[config.mk]
export PLATFORM = sky130hd
export DESIGN_NAME = ioctl_region_loader
export DESIGN_NICKNAME = d
export VERILOG_FILES = /design/src/rtl/ioctl_region_loader.sv
export SDC_FILE = /design/constraint.sdc
export NUM_CORES = 1
export LEC_CHECK = 0
export CAP_MARGIN = 20
export CORE_MARGIN = 5
export CORE_UTILIZATION = 40
export CTS_CLUSTER_DIAMETER = 80
export DETAILED_ROUTE_END_ITERATION = 10
export GPL_TIMING_DRIVEN = 0
export HOLD_SLACK_MARGIN = 0.1
export PLACE_DENSITY = 0.79
export SETUP_SLACK_MARGIN = 0.4
export SLEW_MARGIN = 10
export SYNTH_ARGS = -nofsm -noshare
export SYNTH_HDL_FRONTEND = slang
export SYNTH_SLANG_ARGS = --single-unit
[constraint.sdc]
create_clock -name clk_sys -period 5.8 [get_ports clk_sys]
set_input_delay 1.74 -clock clk_sys [delete_from_list [all_inputs] [get_ports clk_sys]]
set_output_delay 1.74 -clock clk_sys [all_outputs]
set_load 0.005 [all_outputs]
[src/rtl/ioctl_region_loader.sv]
// ioctl_region_loader
// Routes the data_io download byte stream into per-region ROM/PROM RAMs
// using a parameterised region table. Split regions feed their lower half
// to byte lane 0 and their upper half to lane 1. Also generates the core
// reset (held through the download plus a stretch), a completion pulse,
// and byte/checksum/unmapped statistics for the current or last download.
module ioctl_region_loader #(
    parameter int                      NUM_RGN       = 8,
    parameter logic [NUM_RGN*25-1:0]   RGN_BASE      = {NUM_RGN{25'd0}},
    parameter logic [NUM_RGN*5-1:0]    RGN_SIZE_LOG2 = {NUM_RGN{5'd13}},
    parameter logic [NUM_RGN-1:0]      RGN_SPLIT     = {NUM_RGN{1'b0}},
    parameter logic [7:0]              ROM_INDEX     = 8'd0,
    parameter int                      RST_HOLD      = 16
) (
    input  logic               clk_sys,
    input  logic               reset,
    input  logic               ioctl_downl,
    input  logic [7:0]         ioctl_index,
    input  logic               ioctl_wr,
    input  logic [24:0]        ioctl_addr,
    input  logic [7:0]         ioctl_dout,
    output logic [NUM_RGN-1:0] rgn_we,
    output logic               rgn_lane,
    output logic [23:0]        rgn_addr,
    output logic [7:0]         rgn_data,
    output logic               core_reset,
    output logic               busy,
    output logic               done,
    output logic [24:0]        byte_cnt,
    output logic [15:0]        checksum,
    output logic [15:0]        unmapped_cnt
);

    typedef enum logic [1:0] {
        S_IDLE = 2'd0,
        S_LOAD = 2'd1,
        S_HOLD = 2'd2
    } state_t;

    localparam logic [7:0] HOLD_INIT = 8'(RST_HOLD);

    // Saturating +1 for the unmapped-byte counter.
    function automatic logic [15:0] sat_inc16(input logic [15:0] v);
        return (v == 16'hFFFF) ? v : v + 16'd1;
    endfunction

    // Only downloads of our index count; everything else is invisible.
    logic act;
    logic accept;
    assign act    = ioctl_downl && (ioctl_index == ROM_INDEX);
    assign accept = ioctl_wr && act;

    // Per-region decode: match flag, lane and in-region address.
    logic [NUM_RGN-1:0] match;
    logic [NUM_RGN-1:0] lane_a;
    logic [23:0]        addr_a [NUM_RGN];

    for (genvar g = 0; g < NUM_RGN; g++) begin : g_rgn
        localparam logic [24:0] BASE = RGN_BASE[g*25 +: 25];
        localparam int          SZ   = int'(RGN_SIZE_LOG2[g*5 +: 5]);

        logic [24:0] off;
        // Subtraction only matters when addr >= BASE, so it never wraps
        // in the cases that can match.
        assign off      = ioctl_addr - BASE;
        assign match[g] = (ioctl_addr >= BASE) && ((off >> SZ) == 25'd0);

        if (RGN_SPLIT[g]) begin : g_split
            localparam logic [23:0] LANE_MASK = 24'((25'd1 << (SZ - 1)) - 25'd1);
            assign lane_a[g] = off[SZ-1];
            assign addr_a[g] = off[23:0] & LANE_MASK;
        end else begin : g_flat
            assign lane_a[g] = 1'b0;
            assign addr_a[g] = off[23:0];
        end
    end

    // Priority select: lowest-indexed matching region wins.
    logic               hit;
    logic [NUM_RGN-1:0] sel_we;
    logic               sel_lane;
    logic [23:0]        sel_addr;

    always_comb begin
        hit      = 1'b0;
        sel_we   = '0;
        sel_lane = 1'b0;
        sel_addr = '0;
        for (int i = NUM_RGN - 1; i >= 0; i--) begin
            if (match[i]) begin
                hit       = 1'b1;
                sel_we    = '0;
                sel_we[i] = 1'b1;
                sel_lane  = lane_a[i];
                sel_addr  = addr_a[i];
            end
        end
    end

    // Control state and registers.
    state_t      state_q, state_d;
    logic [7:0]  hold_q, hold_d;
    logic        done_d;
    logic        busy_q, core_reset_q, done_q;

    // Next-state decode; core_reset/busy are registered from state_d so
    // they rise in the same cycle the FSM leaves IDLE.
    always_comb begin
        state_d = state_q;
        hold_d  = hold_q;
        done_d  = 1'b0;
        case (state_q)
            S_IDLE: begin
                if (act) begin
                    state_d = S_LOAD;
                end
            end
            S_LOAD: begin
                if (!act) begin
                    state_d = S_HOLD;
                    hold_d  = HOLD_INIT;
                end
            end
            S_HOLD: begin
                if (act) begin
                    state_d = S_LOAD;
                end else if (hold_q <= 8'd1) begin
                    state_d = S_IDLE;
                    hold_d  = 8'd0;
                    done_d  = 1'b1;
                end else begin
                    hold_d = hold_q - 8'd1;
                end
            end
            default: begin
                state_d = S_IDLE;
                hold_d  = 8'd0;
            end
        endcase
    end

    // Statistics counters, cleared whenever a new download enters LOAD.
    logic        clr;
    logic [24:0] byte_cnt_q, byte_cnt_d;
    logic [15:0] checksum_q, checksum_d;
    logic [15:0] unmapped_q, unmapped_d;

    // Counter next values: optional clear, then the accepted byte on top.
    always_comb begin
        clr        = (state_q != S_LOAD) && (state_d == S_LOAD);
        byte_cnt_d = clr ? 25'd0 : byte_cnt_q;
        checksum_d = clr ? 16'd0 : checksum_q;
        unmapped_d = clr ? 16'd0 : unmapped_q;
        if (accept) begin
            byte_cnt_d = byte_cnt_d + 25'd1;
            checksum_d = checksum_d + {8'd0, ioctl_dout};
            if (!hit) begin
                unmapped_d = sat_inc16(unmapped_d);
            end
        end
    end

    // Write-path output registers.
    logic [NUM_RGN-1:0] rgn_we_q;
    logic               rgn_lane_q;
    logic [23:0]        rgn_addr_q;
    logic [7:0]         rgn_data_q;

    // FSM, registered control outputs, write path and counters.
    always_ff @(posedge clk_sys) begin
        if (reset) begin
            state_q      <= S_IDLE;
            hold_q       <= 8'd0;
            busy_q       <= 1'b0;
            core_reset_q <= 1'b1;
            done_q       <= 1'b0;
            rgn_we_q     <= '0;
            rgn_lane_q   <= 1'b0;
            rgn_addr_q   <= 24'd0;
            rgn_data_q   <= 8'd0;
            byte_cnt_q   <= 25'd0;
            checksum_q   <= 16'd0;
            unmapped_q   <= 16'd0;
        end else begin
            state_q      <= state_d;
            hold_q       <= hold_d;
            busy_q       <= (state_d != S_IDLE);
            core_reset_q <= (state_d != S_IDLE);
            done_q       <= done_d;
            rgn_we_q     <= (accept && hit) ? sel_we : '0;
            if (accept) begin
                rgn_lane_q <= sel_lane;
                rgn_addr_q <= sel_addr;
                rgn_data_q <= ioctl_dout;
            end
            byte_cnt_q   <= byte_cnt_d;
            checksum_q   <= checksum_d;
            unmapped_q   <= unmapped_d;
        end
    end

    assign rgn_we       = rgn_we_q;
    assign rgn_lane     = rgn_lane_q;
    assign rgn_addr     = rgn_addr_q;
    assign rgn_data     = rgn_data_q;
    assign core_reset   = core_reset_q;
    assign busy         = busy_q;
    assign done         = done_q;
    assign byte_cnt     = byte_cnt_q;
    assign checksum     = checksum_q;
    assign unmapped_cnt = unmapped_q;

endmodule

==> results.cfg <==
[logic_synthesis]
yosys_warnings = 0
synth_edf_count = 0
postSynth.asyncResetShare_pct = 0
synth_area_leader_cell = dfxtp_1
synthFlopType = dfxtp_1
yosysSeqAreaShare_pct = 43.14
synth_cells = 542
syn_area_um2 = 4780
synth_area_leaders = dfxtp_1 43%, nor2_1 5.5%, xnor2_1 5.1%, ha_1 4.2%, nand2_1 4.1%
synth_seq_cells = 103
syn_area_per_cell_um2 = 8.818
synth_cell_types = 59
synth_top_cell_area_share_pct = 43.14

[floorplanning]
io_pins = 146
fp.dieH_um = 119.3
core-area_um2 = 11860
die_area_um2 = 14230
rows = 40
initial_utilization_pct = 40.30
fp.dieW_um = 119.3

[clock_tree]
cts_buffers = 9
clockRootBuffer = clkbuf_16
cts_tree = built
clock_sinks = 103
cts_buffer_depth = 2
cts_hold_buf = 0
htree_num_levels = 3
path_clk_slew_ns = 0.07
clk_latency_ns = 0.34

[power_and_ir_drop]
switchingPower_uw = 297.3
power_frac_clock_pct = 41.8
p_sw_share_pct = 22.22
p_int_uw = 1040
comb_power_share_pct = 5.3
seqPwrFrac_pct = 52.9
p_per_area_nw_per_um2 = 199.3
power.leakage_uw = 0.002479
ir_drop_uv = 108.2

[global_routing]
grt_overflow = 0
grt_usage_pct = 18.10
grt_max_degree = 17
grt_pass1_vias = 4441
grt_pass1_wl_um = 21450
antenna_found_initial = 0

[drt]
viasPerCell = 5.219
via_count = 4447
drtAntennaViolNets = 0
firstDrtPassIters = 6
routed_wl_um = 13010
drtIter0Drc = 292
wire_per_inst_um = 15.27
drc = 0

[worst_setup_path]
crit_buf_inv = 4
slowest_stage = a2111o_1
crit_fanout = 10
max_stage_delay_ns = 0.47
path_common_cell = buf_4
path_class = in2reg
cp.required_ns = 6.02
path_cells = clkdlybuf4s50_1, nor4_4, buf_4, nand3_4, a211oi_4, nand2_2, buf_6, buf_4, and2_4, ha_1, a21o_1, a211o_1, a2111o_1, a31oi_4, or4_1, a21oi_1
start_kind = input port
cp_data_arrival_time_ns = 5.43
critPathCaptureType = flop
cp_top_family = compound AO/OA/AOI/OAI gates

[timing]
whs_ns = 0.4634
post-route-min-period_ns = 5.210
setup_viol = 0
maxSlewViolCount = 0
max-slew-margin-rel_pct = 59.77
rsz0062_at_grt = false
finalCritPeriodShare_pct = 89.83
fmax_ghz = 0.1919
hold_viol_final = 0
fin_tns_setup_ns = 0
finClkSkew_ns = 0.009801
tightest_slew_ns = 0.6034

[finish]
drive_above_1_share_pct = 8.369
layout.nets = 762
fillers = 1053
n_antenna_cell = 0
layout_common_cells = 137 x clkdlybuf4s50_1, 103 x dfxtp_1, 70 x nor2_1, 52 x nand2_1, 28 x xnor2_1
layout.cells.most_common = clkdlybuf4s50_1
post-route-util_pct = 56.57
syn_to_final_growth_pct = 40.39

[placement]
io_buffers = 137
hpwl_um = 9903
gp_congestion = 0.8974

[outcome]
outcome = completed

[hold_path]
hp-class = reg2reg

[job]
drv_cap = 0
-- path summary, 6_finish.rpt --
check / startpoint / endpoint / slack (ns) / cells past startpoint
min reg2reg: rgn_addr[4] / rgn_addr[4] / 0.46 / 2
min: rgn_addr[4] / rgn_addr[4] / 0.46 / 2
max: ioctl_index[7] / checksum[13] / 0.59 / 16
max reg2reg: hold_q[0] / checksum[13] / 1.67 / 16
-- layer usage --
layer	vias up	share of wire [%]	global-route usage, %
met3	20	7.7	5.081
met2	142	48	31.37
met1	2090	43	21.37
met4	0	1.8	6.442
li1	2195	-	-
met5	-	0	0
-- flip-flops by register name, summed over array words and instances, names as in the netlist --
signal and cells:
core_reset 1, busy 1, state_q 2, unmapped_cnt 16, rgn_we 1, rgn_data 8, hold_q 8, rgn_addr 24
checksum 16, done 1, byte_cnt 25
-- worst min-delay path, stage by stage, from the launching register on --
cell and delay [ns]:
dfxtp_1 0.31, nand2_1 0.05, a21oi_1 0.05
-- what timing repair did --
| action | in CTS | in global routing |
|---|---|---|
| buffers inserted | 3 | 0 |
| resized for setup | 5 | 16 |
| endpoints found under the setup margin | 8 | 8 |
| gates cloned | 0 | 0 |
| pin swaps | 3 | 7 |
-- cell type report --
| cell class | instances | area, um2 | share of cell area, % |
|---|---|---|---|
| Multi-Input combinational cell | 403 | 2582 | 38.49 |
| Sequential cell | 103 | 2062 | 30.73 |
| Timing Repair Buffer | 140 | 1394 | 20.77 |
| Clock buffer | 12 | 236.5 | 3.524 |
| Tap cell | 147 | 183.9 | 2.741 |
| Buffer | 31 | 175.2 | 2.610 |
| Inverter | 12 | 45.04 | 0.6713 |
| Clock inverter | 4 | 31.28 | 0.4662 |
-- power by group through the flow --
stage / combinational (uW) / clock (uW) / sequential [uW]
floorplan: 25.4 / 0 / 724
global placement: 66.6 / 0 / 724
detailed placement: 67.7 / 0 / 724
CTS: 69.3 / 572 / 708
global route: 75.9 / 602 / 708
finish: 70.6 / 559 / 708
-- logic make-up (layout without fill, tap and decap cells) --
family / count (synthesis) / after routing / synth area share (%)
buffers and inverters: 43 / 199 / 4.450
other: 1 / 8 / 0.07846
and+or+nand+nor: 247 / 247 / 26.52
AOI/OAI and AO/OA: 86 / 86 / 12.96
DFF: 103 / 103 / 43.14
xor gates and xnor gates: 45 / 45 / 8.246
adders and majority gates: 17 / 17 / 4.607
-- stage by stage --
stage	power (uW)	cell area (um2)	worst slack (ns)	std cells
global route	1385	6710	0.4228	852
CTS	1349	6681	0.4435	852
detailed placement	792.0	6361	-0.5057	833
finish	1338	6710	0.5897	852
global placement	790.8	6361	-0.2798	833
floorplan	749.7	4806	0.7580	549
-- Yosys cell counts, types with 2 or more instances --
library cell	count
a22o_1	10
xnor2_1	28
or4_1	3
nand4_1	13
a21o_1	5
buf_4	9
or2_2	3
or3_1	3
a2111oi_2	2
a41oi_1	3
a211oi_1	5
nand2_1	52
ha_1	16
nor4_1	5
a31oi_1	6
nor4_4	2
buf_2	8
nor2b_1	3
nor3_1	16
and2_1	14
o21a_1	2
and3_1	20
a21boi_0	2
clkbuf_1	12
o211ai_1	2
nand2b_1	2
nand3_1	25
nor2_1	70
and3b_1	2
a2111o_1	3
a211o_1	2
inv_1	12
o21ai_0	6
o31ai_1	4
and4_1	2
a21oi_1	27
dfxtp_1	103
xor2_1	17
nand3b_1	2
nand4_2	2
Power figures use the tool's default switching activity.
